$ cat src/rtl/l1_mem_arbiter_pkg.sv
`default_nettype none
// ============================================================================
//  Module      : l1_mem_arbiter_pkg
//  Description : Shared widths, arbiter state encodings and the round-robin
//                pick used by the L1 memory-port arbiter.
//  Revision    : 1.0  initial release
// ============================================================================
package l1_mem_arbiter_pkg;

    localparam int c_DMEM_BLOCK_ADDR_SIZE = 16;
    localparam int c_DBLOCK_SIZE_BITS     = 128;

    // 3-bit arbiter state encodings
    typedef enum logic [2:0] {
        ST_IDLE    = 3'd0,
        ST_I_READ  = 3'd1,
        ST_D_READ  = 3'd2,
        ST_D_WRITE = 3'd3,
        ST_RELEASE = 3'd4
    } arbState_t;

    localparam logic [1:0] c_GRANT_NONE   = 2'b00;
    localparam logic [1:0] c_GRANT_ICACHE = 2'b01;
    localparam logic [1:0] c_GRANT_DCACHE = 2'b10;

    // Dcache wins when it is the only requester, or on a tie when the
    // previous grant went to the icache.
    function automatic logic pickDcache(input logic iReq, input logic dReq,
                                        input logic lastWasDcache);
        return dReq && (!iReq || !lastWasDcache);
    endfunction

endpackage
`default_nettype wire

$ cat src/rtl/l1_mem_arbiter.sv
`default_nettype none
// ============================================================================
//  Module      : l1_mem_arbiter
//  Description : Serialises icache refill reads and dcache refill/writeback
//                transactions onto a single main-memory block port and routes
//                the response back to the owner of the current grant.
//  Revision    : 1.0  initial release
// ============================================================================
module l1_mem_arbiter
    import l1_mem_arbiter_pkg::*;
#(
    parameter int BLOCK_ADDR_W = c_DMEM_BLOCK_ADDR_SIZE,
    parameter int BLOCK_W      = c_DBLOCK_SIZE_BITS
) (
    input  logic                    clock,
    input  logic                    reset,
    input  logic                    iMemRen,
    input  logic [BLOCK_ADDR_W-1:0] iMemBlockAddr,
    output logic                    iMemReadReady,
    output logic [BLOCK_W-1:0]      iMemDout,
    input  logic                    dMemRen,
    input  logic                    dMemWen,
    input  logic [BLOCK_ADDR_W-1:0] dMemBlockAddr,
    input  logic [BLOCK_W-1:0]      dMemDin,
    output logic                    dMemReadReady,
    output logic                    dMemWriteDone,
    output logic [BLOCK_W-1:0]      dMemDout,
    output logic                    memRen,
    output logic                    memWen,
    output logic [BLOCK_ADDR_W-1:0] memBlockAddr,
    output logic [BLOCK_W-1:0]      memDin,
    input  logic                    memReadReady,
    input  logic                    memWriteDone,
    input  logic [BLOCK_W-1:0]      memDout,
    output logic [1:0]              grant
);

    arbState_t r_state;
    arbState_t w_nextState;
    logic      r_lastWasDcache;
    logic      w_iReq;
    logic      w_dReq;
    logic      w_winD;

    // A dcache write and read together is illegal; the write takes priority.
    assign w_iReq = iMemRen;
    assign w_dReq = dMemWen | dMemRen;
    assign w_winD = pickDcache(w_iReq, w_dReq, r_lastWasDcache);

    // State register
    always_ff @(posedge clock or negedge reset) begin
        if (!reset) begin
            r_state <= ST_IDLE;
        end else begin
            r_state <= w_nextState;
        end
    end

    // Next-state: requests are only looked at in IDLE, so the requester just
    // served is naturally masked while RELEASE waits for memory to go quiet.
    always_comb begin
        w_nextState = r_state;
        case (r_state)
            ST_IDLE: begin
                if (w_iReq || w_dReq) begin
                    if (w_winD) begin
                        w_nextState = dMemWen ? ST_D_WRITE : ST_D_READ;
                    end else begin
                        w_nextState = ST_I_READ;
                    end
                end
            end
            ST_I_READ, ST_D_READ: begin
                if (memReadReady) w_nextState = ST_RELEASE;
            end
            ST_D_WRITE: begin
                if (memWriteDone) w_nextState = ST_RELEASE;
            end
            ST_RELEASE: begin
                if (!memReadReady && !memWriteDone) w_nextState = ST_IDLE;
            end
            default: w_nextState = ST_IDLE;
        endcase
    end

    // Strobes and debug grant are decoded from the registered state only.
    always_comb begin
        memRen = 1'b0;
        memWen = 1'b0;
        grant  = c_GRANT_NONE;
        case (r_state)
            ST_I_READ: begin
                memRen = 1'b1;
                grant  = c_GRANT_ICACHE;
            end
            ST_D_READ: begin
                memRen = 1'b1;
                grant  = c_GRANT_DCACHE;
            end
            ST_D_WRITE: begin
                memWen = 1'b1;
                grant  = c_GRANT_DCACHE;
            end
            default: ;
        endcase
    end

    // Grant capture, response routing and one-cycle completion pulses.
    always_ff @(posedge clock or negedge reset) begin
        if (!reset) begin
            r_lastWasDcache <= 1'b0;
            memBlockAddr    <= '0;
            memDin          <= '0;
            iMemDout        <= '0;
            dMemDout        <= '0;
            iMemReadReady   <= 1'b0;
            dMemReadReady   <= 1'b0;
            dMemWriteDone   <= 1'b0;
        end else begin
            iMemReadReady <= 1'b0;
            dMemReadReady <= 1'b0;
            dMemWriteDone <= 1'b0;
            case (r_state)
                ST_IDLE: begin
                    if (w_iReq || w_dReq) begin
                        r_lastWasDcache <= w_winD;
                        if (w_winD) begin
                            memBlockAddr <= dMemBlockAddr;
                            if (dMemWen) memDin <= dMemDin;
                        end else begin
                            memBlockAddr <= iMemBlockAddr;
                        end
                    end
                end
                ST_I_READ: begin
                    if (memReadReady) begin
                        iMemDout      <= memDout;
                        iMemReadReady <= 1'b1;
                    end
                end
                ST_D_READ: begin
                    if (memReadReady) begin
                        dMemDout      <= memDout;
                        dMemReadReady <= 1'b1;
                    end
                end
                ST_D_WRITE: begin
                    if (memWriteDone) dMemWriteDone <= 1'b1;
                end
                default: ;
            endcase
        end
    end

endmodule
`default_nettype wire

$ cat config.mk
export PLATFORM = sky130hd
export DESIGN_NAME = l1_mem_arbiter
export DESIGN_NICKNAME = d
export VERILOG_FILES = /design/src/rtl/l1_mem_arbiter_pkg.sv /design/src/rtl/l1_mem_arbiter.sv
export SDC_FILE = /design/constraint.sdc
export NUM_CORES = 1
export LEC_CHECK = 0
export ABC_AREA = 1
export CORE_AREA = 2 2 269 271
export DETAILED_ROUTE_END_ITERATION = 16
export DIE_AREA = 0 0 271 273
export PLACE_DENSITY = 0.53
export SYNTH_ARGS = -nofsm -noshare
export SYNTH_HDL_FRONTEND = slang
export SYNTH_SLANG_ARGS = --single-unit
$ cat constraint.sdc
create_clock -name clock -period 1.3 [get_ports clock]
set_input_delay 0.26 -clock clock [delete_from_list [all_inputs] [get_ports clock]]
set_output_delay 0.26 -clock clock [all_outputs]
set_load 0.005 [all_outputs]
[Yosys cells after proc, flatten, opt, wreduce, memory -nomap -nowiden]
Index checks and enable logic that the tools add are counted.
W data, S select, Z words.
Cells by class
  eq/ne operators: 8
  muxes and demuxes: 16
  bitwise logic cells: 1
  reduce and logical (&&, ||, !) cells: 16
Operators by type and width (number)
  $mux W16: 1
  $mux W3: 4
  $pmux W3 S4: 1
  $mux W1: 8
  $reduce_and A4 Y1: 2
  $eq A3 B2 Y1 const B: 2
  $ne A2 B2 Y1 const B: 3
  $reduce_and A2 Y1: 3
  $logic_not A1 Y1: 4
  $pmux W2 S2: 1
  $reduce_or A2 Y1: 2
  $eq A3 B1 Y1 const B: 1
  $eq A3 B3 Y1 const B: 1
  $logic_not A3 Y1: 1
  $logic_and A1 B1 Y1: 2
  $logic_or A1 B1 Y1: 2
  $mux W2: 1
  $ne A2 B1 Y1 const B: 1
  $or A1 B1 Y1: 1
Storage, ports and cells
  bits in registers: 407
  input bits: 295
  output and inout bits: 407
  word-level logic and storage cells: 50

[Logic depth before layout (Yosys ltp)]
Gate-level depths: netlist of run 1.
  depth after elaboration: 6
  gate-level depth with buffers: 10
  gate-level depth less buffers: 8

[Least setup slack after synthesis of run 1]
No wires, ideal clock.
  kind: register to register
  from: register r_state[1]
  to: register memDin[107]
  setup time: 0.116 ns
  arrival time: 1.311 ns
  data required time: 1.184 ns
  slack: -0.127 ns
  cell stages (with the launch flop): 11
  path buffers: 2
  period minus slack after synthesis: 1.427 ns
  path through: dfrtp_1 > inv_2 > nand2_2 > nor2_2 > nand2_1 > nor2_2 > inv_2 > buf_4 > buf_6 > nand2_1 > nand2_1
On the way
  word-level cells in the longest chain between the ends: 2
RTL lines
  from (decl): line l1_mem_arbiter.sv:38  | arbState_t r_state;
  from (signal assigned): line l1_mem_arbiter.sv:55  | r_state <= w_nextState;
  $logic_not A3 Y1: line l1_mem_arbiter.sv:123  | case (r_state)
  $reduce_and A4 Y1 (no line)
  to (signal assigned): line l1_mem_arbiter.sv:129  | if (dMemWen) memDin <= dMemDin;
  to (decl): line l1_mem_arbiter.sv:31  | output logic [BLOCK_W-1:0] memDin,
No other way between the ends.
A chain may end at the register's enable or synchronous reset.

[Worst setup path after layout of run 1]
  from: register r_state[2]
  to: output memRen
On the way
  word-level cells in the longest chain between the ends: 3
  elaborated cells between the ends (all ways): 4
  classes of those cells: eq/ne: 2; mux: 1; reduce/logical: 1
RTL lines
  $eq A3 B1 Y1 or $eq A3 B2 Y1 (tied branches): line l1_mem_arbiter.sv:91  | case (r_state)
  $reduce_or A2 Y1 (no line) *
  $mux W1 *: line l1_mem_arbiter.sv:91
  to (decl): line l1_mem_arbiter.sv:28  | output logic memRen,
Mark *: on every way between the ends. The rest lies on a longest branch, timed or not.

==> results of run 1 <==
[flip-flops by register name, summed over array words and instances (netlist names)]
name             cells
dMemDout           128
iMemDout           128
memDin             128
memBlockAddr        16
r_state              3
dMemReadReady        1
dMemWriteDone        1
iMemReadReady        1
r_lastWasDcache      1
[metrics by stage]
step / instances / utilization [%] / total power (W)
2_1_floorplan: 1652 / - / 0.02864
3_3_place_gp: 3299 / 33.95 / 0.04517
4_1_cts: 3502 / 35.36 / 0.05724
3_5_place_dp: 3299 / 33.95 / 0.04560
5_1_grt: 3532 / 36.70 / 0.06232
6_report: 3532 / 36.70 / 0.05829
[layout make-up]
cell class | count | area (sq um) | share of cell area (%)
diodes | 2 | 5.005 | 0.01921
clock buffers | 69 | 1360 | 5.219
clock inverters | 9 | 113.9 | 0.4369
inverters | 143 | 544.3 | 2.089
multi-input cells | 1016 | 4559 | 17.50
flip-flops and latches | 407 | 10190 | 39.09
well taps | 950 | 1189 | 4.561
repair buffers | 936 | 8102 | 31.09
[final timing paths]
check	from	endpoint	slack, ps	cells past startpoint
max	r_state[2]$_DFFE_PN0P_	memRen	-380	4
min	reset	dMemDout[12]$_DFFE_PN0P_	130	2
max reg2reg	r_state[2]$_DFFE_PN0P_	memDin[110]$_DFFE_PN0P_	-370	9
min reg2reg	memDin[75]$_DFFE_PN0P_	memDin[75]$_DFFE_PN0P_	460	2
max in group asynchronous	reset	dMemDout[79]$_DFFE_PN0P_	460	4
min in group clock	dMemDin[116]	memDin[116]$_DFFE_PN0P_	230	3
[repair_timing]
action,CTS,global route
endpoints found under the setup margin,809,812
hold endpoints to repair,256,0
gates resized for setup,1734,128
cloned,6,25
buffers inserted,118,3
hold buffers,1,0
pin swaps,7,4
[per-layer routing]
| layer | global-route usage, % | vias to the layer above | routed length (um) |
|---|---|---|---|
| met5 | 0 | - | 0 |
| met4 | 5.714 | 0 | 1908 |
| met3 | 3.682 | 107 | 3619 |
| met2 | 27.74 | 443 | 32460 |
| met1 | 18.22 | 7059 | 25360 |
| li1 | - | 6914 | - |
[worst max-delay path, delay by kind of cell, from the launching register on]
family                 cells  cell delay (ps)
DFF                        1              470
and+or+nand+nor            2              180
buffers and inverters      2              210
[synthesized netlist by cell type (all sizes together)]
library cell  count  area, sq um
nand4             3        18.77
nor3              1        5.000
nand2           689         2591
buf              77        444.2
clkbuf           12        45.04
nor2             39        151.4
a21oi             1        5.000
nand3b            2        15.01
nand3             5        25.02
inv             143        536.8
dfrtp           407        10180
o21ai           273         1378
[cell families after synthesis]
kind of cell	count (synthesis)
flops	407
simple gates	739
buf+inv	232
compound gates	274
[report_power, final]
group	switching [W]	internal [W]
sequential	0.00323	0.0184
combinational	0.0115	0.0123
clock	0.00531	0.00759
==> flow_summary.yaml, run 1 <==
synthesis:
  yosys_warnings: 0
  synth_compound_area_share_pct: 8.978
  syn_area_sq_mm: 0.01540
  synth_seq_cells: 407
  synth_simple_gate_area_share_pct: 18.22
  synthCells: 1652
  synth_top_family_by_area: "simple AND/OR/NAND/NOR gates"
  synth_seq_area_share_pct: 66.14
  synth.distinct_cells: 18
  synth.area.mux_share_pct: 0
  synth_xor_area_share_pct: 0
  syn_nets: 1947
  postSynthAreaPerCell_sq_um: 9.322
  synth_adder_area_share_pct: 0
route:
  wirelength_mm: 63.35
  ant_nets: 0
  drtIter0Drc: 747
  via_count: 14520
  wire_per_inst_um: 17.94
  avgViaCountPerCell: 4.112
  drc: 0
  dr.pass1.iters: 6
cells_and_area:
  nFillCells: 7259
  nets: 2846
  layout_commonest_cell: "nand2_1"
  finalInstanceArea_sq_mm: 0.02606
  drive_above_1_share_pct: 30.35
  final_cell_mix: "nand2_1, dfrtp_1, buf_2"
  syn2layout_area_growth_pct: 69.21
clock_tree:
  cts_max_level: 2
  clk_path_buf_depth: 3
  cts_tree: "built"
  cts_root_buf: "clkbuf_16"
  clkLatencyLatePin_ps: 580
  cts_num_sinks: 407
  path_clk_slew_ps: 60
  cts_buffers: 47
pwr:
  power.density_mw_per_mm2: 2237
  leakagePower_nw: 13.76
  ir_drop_v: 0.0009926
die:
  start_util_pct: 21.69
  io_pins: 702
  die_area_sq_mm: 0.07398
  rows: 98
  die_height_um: 273
  core_sq_mm: 0.07100
  dieWidth_um: 271
placed_design:
  port_buffers: 701
  dpl_cell_area_sq_mm: 0.02410
  hpwl_mm: 43.74
  place_congestion: 0.8995
  post-place-ws_ps: -629.3
grt:
  grt_pass1_wl_mm: 89.77
  antenna_found_initial: 3
  grt_max_degree: 70
  overflow: 0
  grt_pass1_vias: 14940
  grt_util_all_layers_pct: 15.59
sta:
  worst_slew_pin_slew_ps: 409.9
  whs_ps: 128.9
  fmax_mhz: 594.0
  setup_viol: 812
  min_period_ps: 1683
  slew_viol_final: 0
  hold_violations: 0
  fin_crit_sh_pct: 129.5
  rsz0062_at_grt: "yes"
  skew_ps: 17.42
  totalNegativeSetupSlack_ps: -120310
  setup_ws_ps: -383.4
  relSlewSlack_pct: 72.67
hold_path:
  hold_path.class: "in2async"
job:
  maxCapViolCount: 0
run_status:
  status: "finished with violations"
  violations: "setup timing"
worst_setup_path:
  path_cells: "inv_4 -> nand3_2 -> nand2_2 -> buf_6"
  cp.required_ps: 1040
  slowest_delay_ps: 470
  path_class: "reg2out"
  critical_path.max_fanout: 5
  arrival_ps: 1420
  cp-start-kind: "flop"
  critical-path-slowest-cell: "dfrtp_2"
  endpoint_kind: "output pin"
No activity file was read; power rests on OpenSTA's default activity.
==> run 2, diff against run 1 <==
==> constraint.sdc (replaced) <==
create_clock -name clock -period 1.3 [get_ports clock]
set_input_delay 0.325 -clock clock [delete_from_list [all_inputs] [get_ports clock]]
set_output_delay 0.325 -clock clock [all_outputs]
set_load 0.005 [all_outputs]
==> run 2 against run 1 <==
  * The run still ends with setup timing left
  * Sequential power barely moved
  * Flip-flop and latch count unchanged
  * Highest routed layer unchanged
  * Die area stayed put
  * Sequential share of layout area is 0.14 points higher
  * Largest power group unchanged
  * Non-clock buffer count grew 3
  * Clock power is 8% higher
  * Final cell count increased by 0.51%
  * First-iteration DRC count increased by 16%
  * Critical path depth stayed put
  * Total power is 0.79% higher
  * Clock-buffer cell count grew 3
  * Register-to-register slack got worse by 40 ps
==> flow_summary.yaml, run 2 (synthesis results as in run 1) <==
grt:
  grt_pass1_vias: 14540
  grt_util_all_layers_pct: 15.14
  grt_pass1_wl_mm: 87.16
  overflow: 0
  grt_max_degree: 70
  antenna_found_initial: 5
worst_setup_path:
  cp.required_ps: 980
  arrival_ps: 1410
  endpoint_kind: "output pin"
  slowest_delay_ps: 450
  critical_path.max_fanout: 4
  path_cells: "inv_2 -> nand3_2 -> inv_2 -> buf_6"
  crit_path_frequent_cell: "inv_2"
  critical-path-slowest-cell: "dfrtp_2"
  path_class: "reg2out"
  critical_path_buf_inv_count: 3
  crit_family: "flip-flops"
  cp-start-kind: "flop"
die:
  start_util_pct: 21.69
  io_pins: 702
  core_sq_mm: 0.07100
  die_height_um: 273
  dieWidth_um: 271
  die_area_sq_mm: 0.07398
  rows: 98
route:
  wirelength_mm: 62.94
  drtIter0Drc: 864
  wire_per_inst_um: 17.73
  ant_nets: 0
  avgViaCountPerCell: 4.094
  via_count: 14530
  drc: 0
  dr.pass1.iters: 5
clock_tree:
  cts_tree: "built"
  clk_path_buf_depth: 3
  cts_buffers: 48
  cts_num_sinks: 407
  path_clk_slew_ps: 60
  cts_max_level: 2
  cts_root_buf: "clkbuf_16"
  clkLatencyLatePin_ps: 580
cells_and_area:
  syn2layout_area_growth_pct: 68.61
  nets: 2853
  multiInputGateArea_sq_mm: 0.004312
  final_cell_mix: "nand2_1, dfrtp_1, buf_2"
  nFillCells: 7218
  seq_area_sq_mm: 0.01019
  reg_top3: "dMemDout (128), iMemDout (128), memDin (128)"
  finalInstanceArea_sq_mm: 0.02596
  drive_above_1_share_pct: 28.90
  fin_cells: 3550
  layout_commonest_cell: "nand2_1"
sta:
  hold_violations: 0
  totalNegativeSetupSlack_ps: -141840
  slew_viol_final: 0
  min_period_ps: 1735
  rsz0062_at_grt: "yes"
  whs_ps: 209.5
  setup_viol: 809
  skew_ps: 16.57
  worst_slew_pin_slew_ps: 471.5
  fin_crit_sh_pct: 133.5
  setup_ws_ps: -435.3
  fmax_mhz: 576.3
  relSlewSlack_pct: 68.57
pwr:
  seqPwrFrac_pct: 36.7
  internal_power_w: 0.03895
  clockPowerShare_pct: 23.7
  power.density_mw_per_mm2: 2263
  power_switching_w: 0.01979
  ir_drop_v: 0.001055
  combPwrFrac_pct: 39.6
  leakagePower_nw: 13.75
  switching_share_pct: 33.69
placed_design:
  dpl_cell_area_sq_mm: 0.02412
  dp_cells: 3303
  port_buffers: 701
  hpwl_mm: 43.39
  place_congestion: 0.9056
hold_path:
  hold_path.class: "in2async"
run_status:
  status: "finished with violations"
  violations: "setup timing"
job:
  maxCapViolCount: 0
[run 2: timing repair]
action / in CTS / in global routing
gates resized for setup: 1711 / 49
pin swaps: 6 / 5
setup buffers: 113 / 5
hold buffers: 1 / 0
gates cloned: 0 / 37
endpoints found under the hold margin: 257 / 0
endpoints found under the setup margin: 809 / 811
[run 2: final timing paths]
check | from | to | slack, ps | depth (start not counted)
min | reset | iMemDout[114]$_DFFE_PN0P_ | 210 | 2
max reg2reg | r_state[2]$_DFFE_PN0P_ | memDin[79]$_DFFE_PN0P_ | -410 | 9
min reg2reg | memDin[77]$_DFFE_PN0P_ | memDin[77]$_DFFE_PN0P_ | 460 | 2
max | r_state[2]$_DFFE_PN0P_ | grant[0] | -440 | 4
min in group clock | dMemDin[0] | memDin[0]$_DFFE_PN0P_ | 280 | 3
max in group asynchronous | reset | iMemDout[32]$_DFFE_PN0P_ | 370 | 3
[run 2: worst register-to-register path, stage by stage (launching register included)]
cell	delay (ps)
dfrtp_2	450
buf_4	170
nor2_4	120
nand2_2	90
nor2_4	150
buf_12	210
clkinv_16	120
clkbuf_16	190
nand2_1	70
nand2_1	40
[run 2: final cells by class]
cell class	instances	share of cell area, %
multi-input combinational	1017	16.61
inverter	143	2.168
timing repair inverter	2	0.1060
sequential	407	39.23
clock inverter	15	0.7421
tap	950	4.578
timing repair buffer	939	30.88
clock buffer	72	5.638
antenna	5	0.04819
[run 2: power groups by stage]
stage / Sequential, W / Combinational, W / Clock, W
2_1_floorplan: 0.0219 / 0.00675 / 0
3_3_place_gp: 0.0216 / 0.0237 / 0
3_5_place_dp: 0.0217 / 0.0240 / 0
4_1_cts: 0.0215 / 0.0219 / 0.0144
5_1_grt: 0.0223 / 0.0257 / 0.0149
6_report: 0.0216 / 0.0233 / 0.0139
[run 2: layer usage]
| metal | vias up | GRT usage, % | share of wire (%) |
|---|---|---|---|
| li1 | 6927 | - | - |
| met1 | 6956 | 17.50 | 40 |
| met2 | 520 | 26.18 | 50 |
| met3 | 130 | 3.796 | 6.2 |
| met4 | 0 | 7.357 | 3.9 |
| met5 | - | 0 | 0 |
[run 2: per-stage QoR]
stage	util, %	total power (W)	setup slack, ps
after floorplan	-	0.02864	-127.0
after global placement	33.98	0.04525	-657.5
after detailed placement	33.98	0.04567	-672.2
after CTS	35.26	0.05776	-457.2
after global routing	36.57	0.06282	-507.7
final	36.57	0.05875	-435.3
